## src/rtl/inst_queue_ctrl_if.sv

```systemverilog
// Fetcher/decoder-side handshake bundle for the instruction queue.
// The slave modport is the queue's view; master is the surrounding pipeline.
interface inst_queue_ctrl_if;
  logic        iIF_en;
  logic [31:0] iIF_inst;
  logic [31:0] iIF_pc;
  logic        iIF_pd;
  logic        oIF_full;
  logic        iROB_full;
  logic        iRS_full;
  logic        iLSB_full;
  logic        iROB_clear;
  logic        oDEC_en;
  logic [31:0] oDEC_inst;
  logic [31:0] oDEC_pc;
  logic        oDEC_pd;

  modport slave (
    input  iIF_en, iIF_inst, iIF_pc, iIF_pd,
    input  iROB_full, iRS_full, iLSB_full, iROB_clear,
    output oIF_full,
    output oDEC_en, oDEC_inst, oDEC_pc, oDEC_pd
  );

  modport master (
    output iIF_en, iIF_inst, iIF_pc, iIF_pd,
    output iROB_full, iRS_full, iLSB_full, iROB_clear,
    input  oIF_full,
    input  oDEC_en, oDEC_inst, oDEC_pc, oDEC_pd
  );
endinterface

```

## src/rtl/inst_queue_ctrl.sv

```systemverilog
// Circular instruction queue between fetcher and decoder; issues at most one
// entry per cycle when the ROB and the target station (RS or LSB) have room.
module inst_queue_ctrl #(
  parameter int unsigned DEPTH = 16,
  parameter int unsigned PTR_W = 4
) (
  input  logic               clk,
  input  logic               rst,
  input  logic               rdy,
  inst_queue_ctrl_if.slave   q
);

  localparam logic [6:0]     OPC_LOAD  = 7'b0000011;
  localparam logic [6:0]     OPC_STORE = 7'b0100011;
  localparam logic [PTR_W:0] FULL_CNT  = (PTR_W+1)'(DEPTH);

  logic [31:0]      inst_mem_q [DEPTH];
  logic [31:0]      pc_mem_q   [DEPTH];
  logic             pd_mem_q   [DEPTH];

  logic [PTR_W-1:0] head_q,  head_d;
  logic [PTR_W-1:0] tail_q,  tail_d;
  logic [PTR_W:0]   count_q, count_d;

  logic             dec_en_q,   dec_en_d;
  logic [31:0]      dec_inst_q, dec_inst_d;
  logic [31:0]      dec_pc_q,   dec_pc_d;
  logic             dec_pd_q,   dec_pd_d;

  logic             full;
  logic             head_is_mem;
  logic             station_ok;
  logic             push_en;
  logic             pop_en;
  logic [6:0]       head_opc;

  assign full        = (count_q == FULL_CNT);
  assign head_opc    = inst_mem_q[head_q][6:0];
  assign head_is_mem = (head_opc == OPC_LOAD) || (head_opc == OPC_STORE);
  assign station_ok  = head_is_mem ? !q.iLSB_full : !q.iRS_full;

  // A push while full is dropped even if the head pops in the same cycle.
  assign push_en = rdy && q.iIF_en && !full && !q.iROB_clear;
  assign pop_en  = rdy && !q.iROB_clear && (count_q != '0) &&
                   !q.iROB_full && station_ok;

  always_comb begin
    head_d     = head_q;
    tail_d     = tail_q;
    count_d    = count_q;
    dec_en_d   = 1'b0;
    dec_inst_d = dec_inst_q;
    dec_pc_d   = dec_pc_q;
    dec_pd_d   = dec_pd_q;

    if (rdy && q.iROB_clear) begin
      head_d  = '0;
      tail_d  = '0;
      count_d = '0;
    end else begin
      if (push_en) begin
        tail_d = tail_q + PTR_W'(1);
      end
      if (pop_en) begin
        head_d     = head_q + PTR_W'(1);
        dec_en_d   = 1'b1;
        dec_inst_d = inst_mem_q[head_q];
        dec_pc_d   = pc_mem_q[head_q];
        dec_pd_d   = pd_mem_q[head_q];
      end
      unique case ({push_en, pop_en})
        2'b10:   count_d = count_q + (PTR_W+1)'(1);
        2'b01:   count_d = count_q - (PTR_W+1)'(1);
        default: count_d = count_q;
      endcase
    end
  end

  always_ff @(posedge clk or posedge rst) begin
    if (rst) begin
      head_q     <= '0;
      tail_q     <= '0;
      count_q    <= '0;
      dec_en_q   <= 1'b0;
      dec_inst_q <= '0;
      dec_pc_q   <= '0;
      dec_pd_q   <= 1'b0;
    end else begin
      head_q     <= head_d;
      tail_q     <= tail_d;
      count_q    <= count_d;
      dec_en_q   <= dec_en_d;
      dec_inst_q <= dec_inst_d;
      dec_pc_q   <= dec_pc_d;
      dec_pd_q   <= dec_pd_d;
    end
  end

  // Storage is not reset; occupancy is governed solely by count_q.
  always_ff @(posedge clk) begin
    if (push_en) begin
      inst_mem_q[tail_q] <= q.iIF_inst;
      pc_mem_q[tail_q]   <= q.iIF_pc;
      pd_mem_q[tail_q]   <= q.iIF_pd;
    end
  end

  assign q.oIF_full  = full;
  assign q.oDEC_en   = dec_en_q;
  assign q.oDEC_inst = dec_inst_q;
  assign q.oDEC_pc   = dec_pc_q;
  assign q.oDEC_pd   = dec_pd_q;

endmodule

```

## src/flat_wrapper.sv

```systemverilog
// flat-port wrapper written by rule: the top's interface ports become plain ports
module inst_queue_ctrl_flat 
#(
  parameter int unsigned DEPTH = 16,
  parameter int unsigned PTR_W = 4
)
  (clk, rst, rdy, q_iIF_en, q_iIF_inst, q_iIF_pc, q_iIF_pd, q_iROB_full, q_iRS_full, q_iLSB_full, q_iROB_clear, q_oIF_full, q_oDEC_en, q_oDEC_inst, q_oDEC_pc, q_oDEC_pd);
  inst_queue_ctrl_if q_i ();
  input  logic clk;
  input  logic rst;
  input  logic rdy;
  input wire logic [$bits(q_i.iIF_en)-1:0] q_iIF_en;
  input wire logic [$bits(q_i.iIF_inst)-1:0] q_iIF_inst;
  input wire logic [$bits(q_i.iIF_pc)-1:0] q_iIF_pc;
  input wire logic [$bits(q_i.iIF_pd)-1:0] q_iIF_pd;
  input wire logic [$bits(q_i.iROB_full)-1:0] q_iROB_full;
  input wire logic [$bits(q_i.iRS_full)-1:0] q_iRS_full;
  input wire logic [$bits(q_i.iLSB_full)-1:0] q_iLSB_full;
  input wire logic [$bits(q_i.iROB_clear)-1:0] q_iROB_clear;
  output wire logic [$bits(q_i.oIF_full)-1:0] q_oIF_full;
  output wire logic [$bits(q_i.oDEC_en)-1:0] q_oDEC_en;
  output wire logic [$bits(q_i.oDEC_inst)-1:0] q_oDEC_inst;
  output wire logic [$bits(q_i.oDEC_pc)-1:0] q_oDEC_pc;
  output wire logic [$bits(q_i.oDEC_pd)-1:0] q_oDEC_pd;
  assign q_i.iIF_en = q_iIF_en;
  assign q_i.iIF_inst = q_iIF_inst;
  assign q_i.iIF_pc = q_iIF_pc;
  assign q_i.iIF_pd = q_iIF_pd;
  assign q_i.iROB_full = q_iROB_full;
  assign q_i.iRS_full = q_iRS_full;
  assign q_i.iLSB_full = q_iLSB_full;
  assign q_i.iROB_clear = q_iROB_clear;
  assign q_oIF_full = q_i.oIF_full;
  assign q_oDEC_en = q_i.oDEC_en;
  assign q_oDEC_inst = q_i.oDEC_inst;
  assign q_oDEC_pc = q_i.oDEC_pc;
  assign q_oDEC_pd = q_i.oDEC_pd;
  inst_queue_ctrl #(.DEPTH(DEPTH), .PTR_W(PTR_W)) u_core (.clk(clk), .rst(rst), .rdy(rdy), .q(q_i));
endmodule
```

## config.mk

```make
export PLATFORM = sky130hd
export DESIGN_NAME = inst_queue_ctrl_flat
export DESIGN_NICKNAME = d
export VERILOG_FILES = /design/src/rtl/inst_queue_ctrl_if.sv /design/src/rtl/inst_queue_ctrl.sv /design/src/flat_wrapper.sv
export SDC_FILE = /design/constraint.sdc
export NUM_CORES = 1
export LEC_CHECK = 0
export ABC_AREA = 0
export CORE_ASPECT_RATIO = 1.2
export CORE_MARGIN = 2
export CORE_UTILIZATION = 50
export DETAILED_ROUTE_END_ITERATION = 8
export PLACE_DENSITY = 0.77
export SKIP_CTS_REPAIR_TIMING = 1
export SLEW_MARGIN = 25
export SYNTH_ARGS = -nofsm -noshare
export SYNTH_HDL_FRONTEND = slang
export SYNTH_SLANG_ARGS = --single-unit
```

## constraint.sdc

```tcl
create_clock -name clk -period 4.6 [get_ports clk]
set_input_delay 0.69 -clock clk [delete_from_list [all_inputs] [get_ports clk]]
set_output_delay 0.69 -clock clk [all_outputs]
set_load 0.03 [all_outputs]
```

Word level (Yosys, flattened, before mapping) --
Memory sizes are Yosys's and may differ from the RTL's. A register that Yosys moved wholly into a read port is not among the register bits. Index checks and enable logic that the tools add are counted.
Word-level totals: input port bits 73, bits in writable memories 1040, memories kept 3, output and inout port bits 67, register bits 46, logic and storage cells 48
Cells by class: equality and inequality tests 5, $add $sub $neg 4, reductions and logical operators 19, mux-type cells 11, bitwise logic cells 1
Memory list:
- u_core.inst_mem_q | depth 16, bits a word 32, read ports 1, clocked after memory_dff 0, wr ports 1, RTL line inst_queue_ctrl.sv:17 | logic [31:0] inst_mem_q [DEPTH];
- u_core.pc_mem_q | depth 16, bits a word 32, read ports 1, clocked after memory_dff 1, wr ports 1, RTL line inst_queue_ctrl.sv:18 | logic [31:0] pc_mem_q [DEPTH];
- u_core.pd_mem_q | depth 16, bits a word 1, read ports 1, clocked after memory_dff 1, wr ports 1, RTL line inst_queue_ctrl.sv:19 | logic pd_mem_q [DEPTH];
Operators with widths (number):
- 4-bit two-way mux | 4
- 5-bit one-hot mux with 2 select lines | 1
- 4-bit by 1-bit adder with 4-bit output (second input constant) | 2
- 1-bit logical AND | 8
- 7-bit by 2-bit equality test with 1-bit output (second input constant) | 1
- 7-bit by 6-bit equality test with 1-bit output (second input constant) | 1
- 5-bit by 1-bit adder with 5-bit output (second input constant) | 1
- 5-bit equality test (second input constant) | 1
- 1-bit logical NOT | 5
- 1-bit two-way mux | 5
- 5-bit two-way mux | 1
- 5-bit nonzero test | 1
- 5-bit by 1-bit subtractor with 5-bit output (second input constant) | 1
- 2-bit nonzero test | 2
- 3-bit nonzero test | 1
- 2-bit by 1-bit equality test with 1-bit output (second input constant) | 1
- 2-bit equality test (second input constant) | 1
- 2-bit AND reduction | 1
- 1-bit logical OR | 1
- 1-bit NOT | 1

Logic depth before layout (Yosys ltp) --
depth after elaboration 8, mapped depth 21, gate-level depth less buffers 16

Worst setup path before layout --
Ideal clock, no wire load.
kind reg2reg, from register u_core.head_q[0], to register u_core.count_q[4], buffers on the path 4, period minus slack after synthesis 4041 ps, arrival 3910 ps, library setup time 131 ps, path slack 559 ps, stages on the path, launching flop included 20, required time 4469 ps, cell sequence dfrtp_1 buf_2 mux4_2 a22oi_1 o221ai_1 or4_4 and3_1 buf_6 buf_6 buf_6 nand2_1 inv_1 ha_1 nor2b_1 o21ai_0 nand2b_1 nand2_1 and3_1 mux2i_1 nand4_1
Between the ends: longest elaborated chain between the ends 8, elaborated cells between the ends (all ways) 11, classes of those cells eq/ne: 4; mux: 3; reduce/logical: 3; memory: 1
Ends and longest elaborated chain:
- start, declared | RTL line inst_queue_ctrl.sv:21 | logic [PTR_W-1:0] head_q, head_d;
- start signal, assigned | RTL line inst_queue_ctrl.sv:81 | head_q <= '0;
- start signal, assigned | RTL line inst_queue_ctrl.sv:89 | head_q <= head_d;
- memory read 16 x 32 bit (*)
- 7-bit by 2-bit equality test with 1-bit output / 7-bit by 6-bit equality test with 1-bit output (equally long branches) | RTL line inst_queue_ctrl.sv:39 | assign head_is_mem = (head_opc == OPC_LOAD) || (head_opc == OPC_STORE);
- 1-bit logical OR (*) | RTL line inst_queue_ctrl.sv:39
- 1-bit two-way mux (*) | RTL line inst_queue_ctrl.sv:40 | assign station_ok = head_is_mem ? !q.iLSB_full : !q.iRS_full;
- 1-bit logical AND (*) | RTL line inst_queue_ctrl.sv:45 | !q.iROB_full && station_ok;
- 2-bit by 1-bit equality test with 1-bit output / 2-bit equality test (equally long branches) | RTL line inst_queue_ctrl.sv:71 | unique case ({push_en, pop_en})
- 5-bit one-hot mux with 2 select lines | RTL line inst_queue_ctrl.sv:71
- 5-bit two-way mux | RTL line inst_queue_ctrl.sv:56 | if (rdy && q.iROB_clear) begin
- end signal, assigned | RTL line inst_queue_ctrl.sv:91 | count_q <= count_d;
- end, declared | RTL line inst_queue_ctrl.sv:23 | logic [PTR_W:0] count_q, count_d;
Mark *: on every way between the ends. The rest lies on a longest branch, timed or not. A chain may end at the register's enable or synchronous reset.

Final worst setup path --
from register u_core.head_q[2], to register u_core.count_q[4]
The elaborated chain is that of the path after synthesis.

==> flow_metrics.tcl <==
set metrics [dict create \
    async_flop_share_pct 7.060 \
    root_buffer "clkbuf_16" \
    globalRouteTotalUtil_pct 21.84 \
    syn_area_um2 42630 \
    drt.antenna.violating_nets 0 \
    clkLatencyLatePin_ns 0.68 \
    syn_area_per_cell_um2 23.40 \
    ys.flop_type "edfxtp_1" \
    routedWlPerCell_um 29.03 \
    setup.worst_path.end_class "register" \
    fmax_mhz 230.6 \
    finalWirelength_um 94180 \
    worstSetupStartpointType "register" \
    grt_overflow 0 \
    start_util_pct 50.38 \
    skew_ns 0.03288 \
    ios 140 \
    synth_edf_count 1040 \
    cts_sinks 1119 \
    row_count 117 \
    vias 19930 \
    r2r_slack_ns 0.26 \
    period_share_pct 94.29 \
    required_ns 5.13 \
    synthCells 1822 \
    maxCapViolCount 0 \
    drive_above_1_share_pct 25.99 \
    fin_ws_ns 0.2627 \
    die_y_um 323.9 \
    io_buffers 139 \
    nets 2110 \
    drc 0 \
    cts_buffers 99 \
    core_um2 84610 \
    antenna_found_initial 10 \
    synth.yosys.seq_area_share_pct 77.90 \
    finalSetupViolCount 0 \
    synth_cell_type_count 49 \
    first_iter_violations 2375 \
    critPathArrivalTime_ns 4.87 \
    tritoncts "built" \
    drt_pass1_iterations 7 \
    power_mw 23.48 \
    clk_pin_slew_ns 0.07 \
    ys_warn_count 0 \
    reg2reg_to "u_core.count_q[4]$_DFFE_PP0P_" \
    crit_fanout 27 \
    vias_per_cell 6.144 \
    place_congestion 0.7674 \
    cts_buffer_depth 3 \
    ir_drop_mv 0.2789 \
    crit_path_start "u_core.head_q[2]$_DFFE_PP0P_" \
    min_period_ns 4.337 \
    r2r-start "u_core.head_q[2]$_DFFE_PP0P_" \
    die_area_um2 87620 \
    dp_slack_ns 0.3766 \
    holdCritPathClass "in2async" \
    status "completed" \
    cts_max_level 3 \
    grt_pass1_wl_um 138400 \
    finalMaxSlewViolations 0 \
    leakage_nw 15.43 \
    max_slew.worst_pin.slew_ns 1.038 \
    grt_pass1_vias 20610 \
    ys_ff_latch 1119 \
    chipWidth_um 270.5 \
    place_hpwl_um 50260 \
    slew_headroom_pct 30.82 \
    powerDensity_nw_per_um2 478.7 \
    grt_max_degree 69 \
    hold_viol_final 0 \
    reg2regPathDepth 16 \
    criticalPathCategory "reg2reg" \
    syn_nets 1904 \
    area_delta_synth_final_pct 15.07 \
    nFillCells 5880 \
    fin_setup_tns_ns 0 \
    rsz0062_at_grt "no" \
]
-- cell usage after synthesis, types with 10 or more instances --
library cell	number	area share (%)
edfxtp_1	1040	73
mux4_2	269	14
dfrtp_1	79	4.6
mux2i_1	66	1.5
clkbuf_1	48	0.42
mux2_4	43	1.5
nor2_1	37	0.33
a221oi_1	26	0.53
a21oi_1	22	0.26
a21o_1	21	0.37
a222oi_1	20	0.47
buf_1	19	0.17
and2_1	15	0.22
buf_2	15	0.18
nand2_1	11	0.097
buf_6	10	0.26
inv_1	10	0.088
-- worst max-delay path, cell delays in order (launching register included) --
cell and delay [ns]:
dfrtp_4 0.68, nor2b_1 0.58, a221o_1 0.29, a2bb2oi_1 0.25
o221ai_1 0.22, or4_4 0.60, and3_4 0.21, nand2_1 0.09
inv_1 0.09, ha_1 0.34, nor2b_1 0.15, o21ai_0 0.09
nand2b_1 0.11, nand2_1 0.07, and3_1 0.21, mux2i_1 0.13
nand4_1 0.10
-- sequential cells by signal, indices dropped and copies added, names as in the netlist --
register,flops
u_core.count_q,5
u_core.head_q,4
u_core.inst_mem_q,512
u_core.pc_mem_q,512
u_core.pd_mem_q,16
u_core.q.oDEC_en,1
u_core.q.oDEC_inst,32
u_core.q.oDEC_pc,32
u_core.q.oDEC_pd,1
u_core.tail_q,4
-- stage by stage --
stage | hold slack (ns) | cells | area [µm²] | util, %
2_1_floorplan | 0.5326 | 1822 | 42630 | -
3_3_place_gp | 0.4931 | 3056 | 45700 | 54.01
3_5_place_dp | 0.4946 | 3056 | 45700 | 54.01
4_1_cts | 0.4486 | 3241 | 49010 | 57.93
5_1_grt | 0.5163 | 3243 | 49050 | 57.97
6_report | 0.4678 | 3244 | 49050 | 57.97
-- worst max-delay path by stage --
stage	to	slack, ns
after CTS	u_core.count_q[4]$_DFFE_PP0P_	0.36
after global routing	u_core.count_q[4]$_DFFE_PP0P_	0.08
after floorplan	u_core.count_q[4]$_DFFE_PP0P_	0.56
after detailed placement	u_core.count_q[4]$_DFFE_PP0P_	0.38
final	u_core.count_q[4]$_DFFE_PP0P_	0.26
after global placement	u_core.count_q[4]$_DFFE_PP0P_	0.42
-- final cells by class --
cell class | count | area [µm²] | share of cell area (%)
Tap cell | 1130 | 1414 | 2.883
Timing Repair Buffer | 199 | 2078 | 4.237
Clock buffer | 125 | 2615 | 5.331
Antenna cell | 2 | 5.005 | 0.01020
Sequential cell | 1119 | 33220 | 67.72
Multi-Input combinational cell | 598 | 8977 | 18.30
Inverter | 11 | 46.29 | 0.09438
Clock inverter | 60 | 695.7 | 1.418
-- per-layer routing --
layer	vias up	wire, µm	track usage, %	share of wire, %
met5	-	120	0	0.13
met4	18	2024	6.618	2.1
met3	138	8203	4.834	8.7
met2	992	46980	35.95	50
met1	10610	36850	29.56	39
li1	8176	-	-	-
-- power breakdown --
part / switching [mW] / internal [mW]
Combinational: 1.65 / 1.65
Sequential: 0.333 / 11.5
Clock: 3.62 / 4.74
-- logic make-up after synthesis --
| kind of cell | share of synthesized area (%) |
|---|---|
| DFF | 77.90 |
| adders and majority gates | 0.2818 |
| buffers and inverters | 1.180 |
| xor gates and xnor gates | 0.1614 |
| muxes | 17.40 |
| AOI/OAI and AO/OA | 1.990 |
| and+or+nand+nor | 1.086 |
-- cells in the final DEF, fill, tap and decap left out, types with 19 or more instances in the layout --
cell and instances:
edfxtp_1 1040, clkinv_2 19, mux4_2 269, clkbuf_1 22, a221oi_1 26, buf_4 41, nor2_1 36, dfrtp_1 76
mux2i_1 66, mux2_4 43, a21oi_1 22, clkbuf_16 99, a222oi_1 20, a21o_1 21, clkdlybuf4s50_1 139
(Power assumes the default switching activity.)
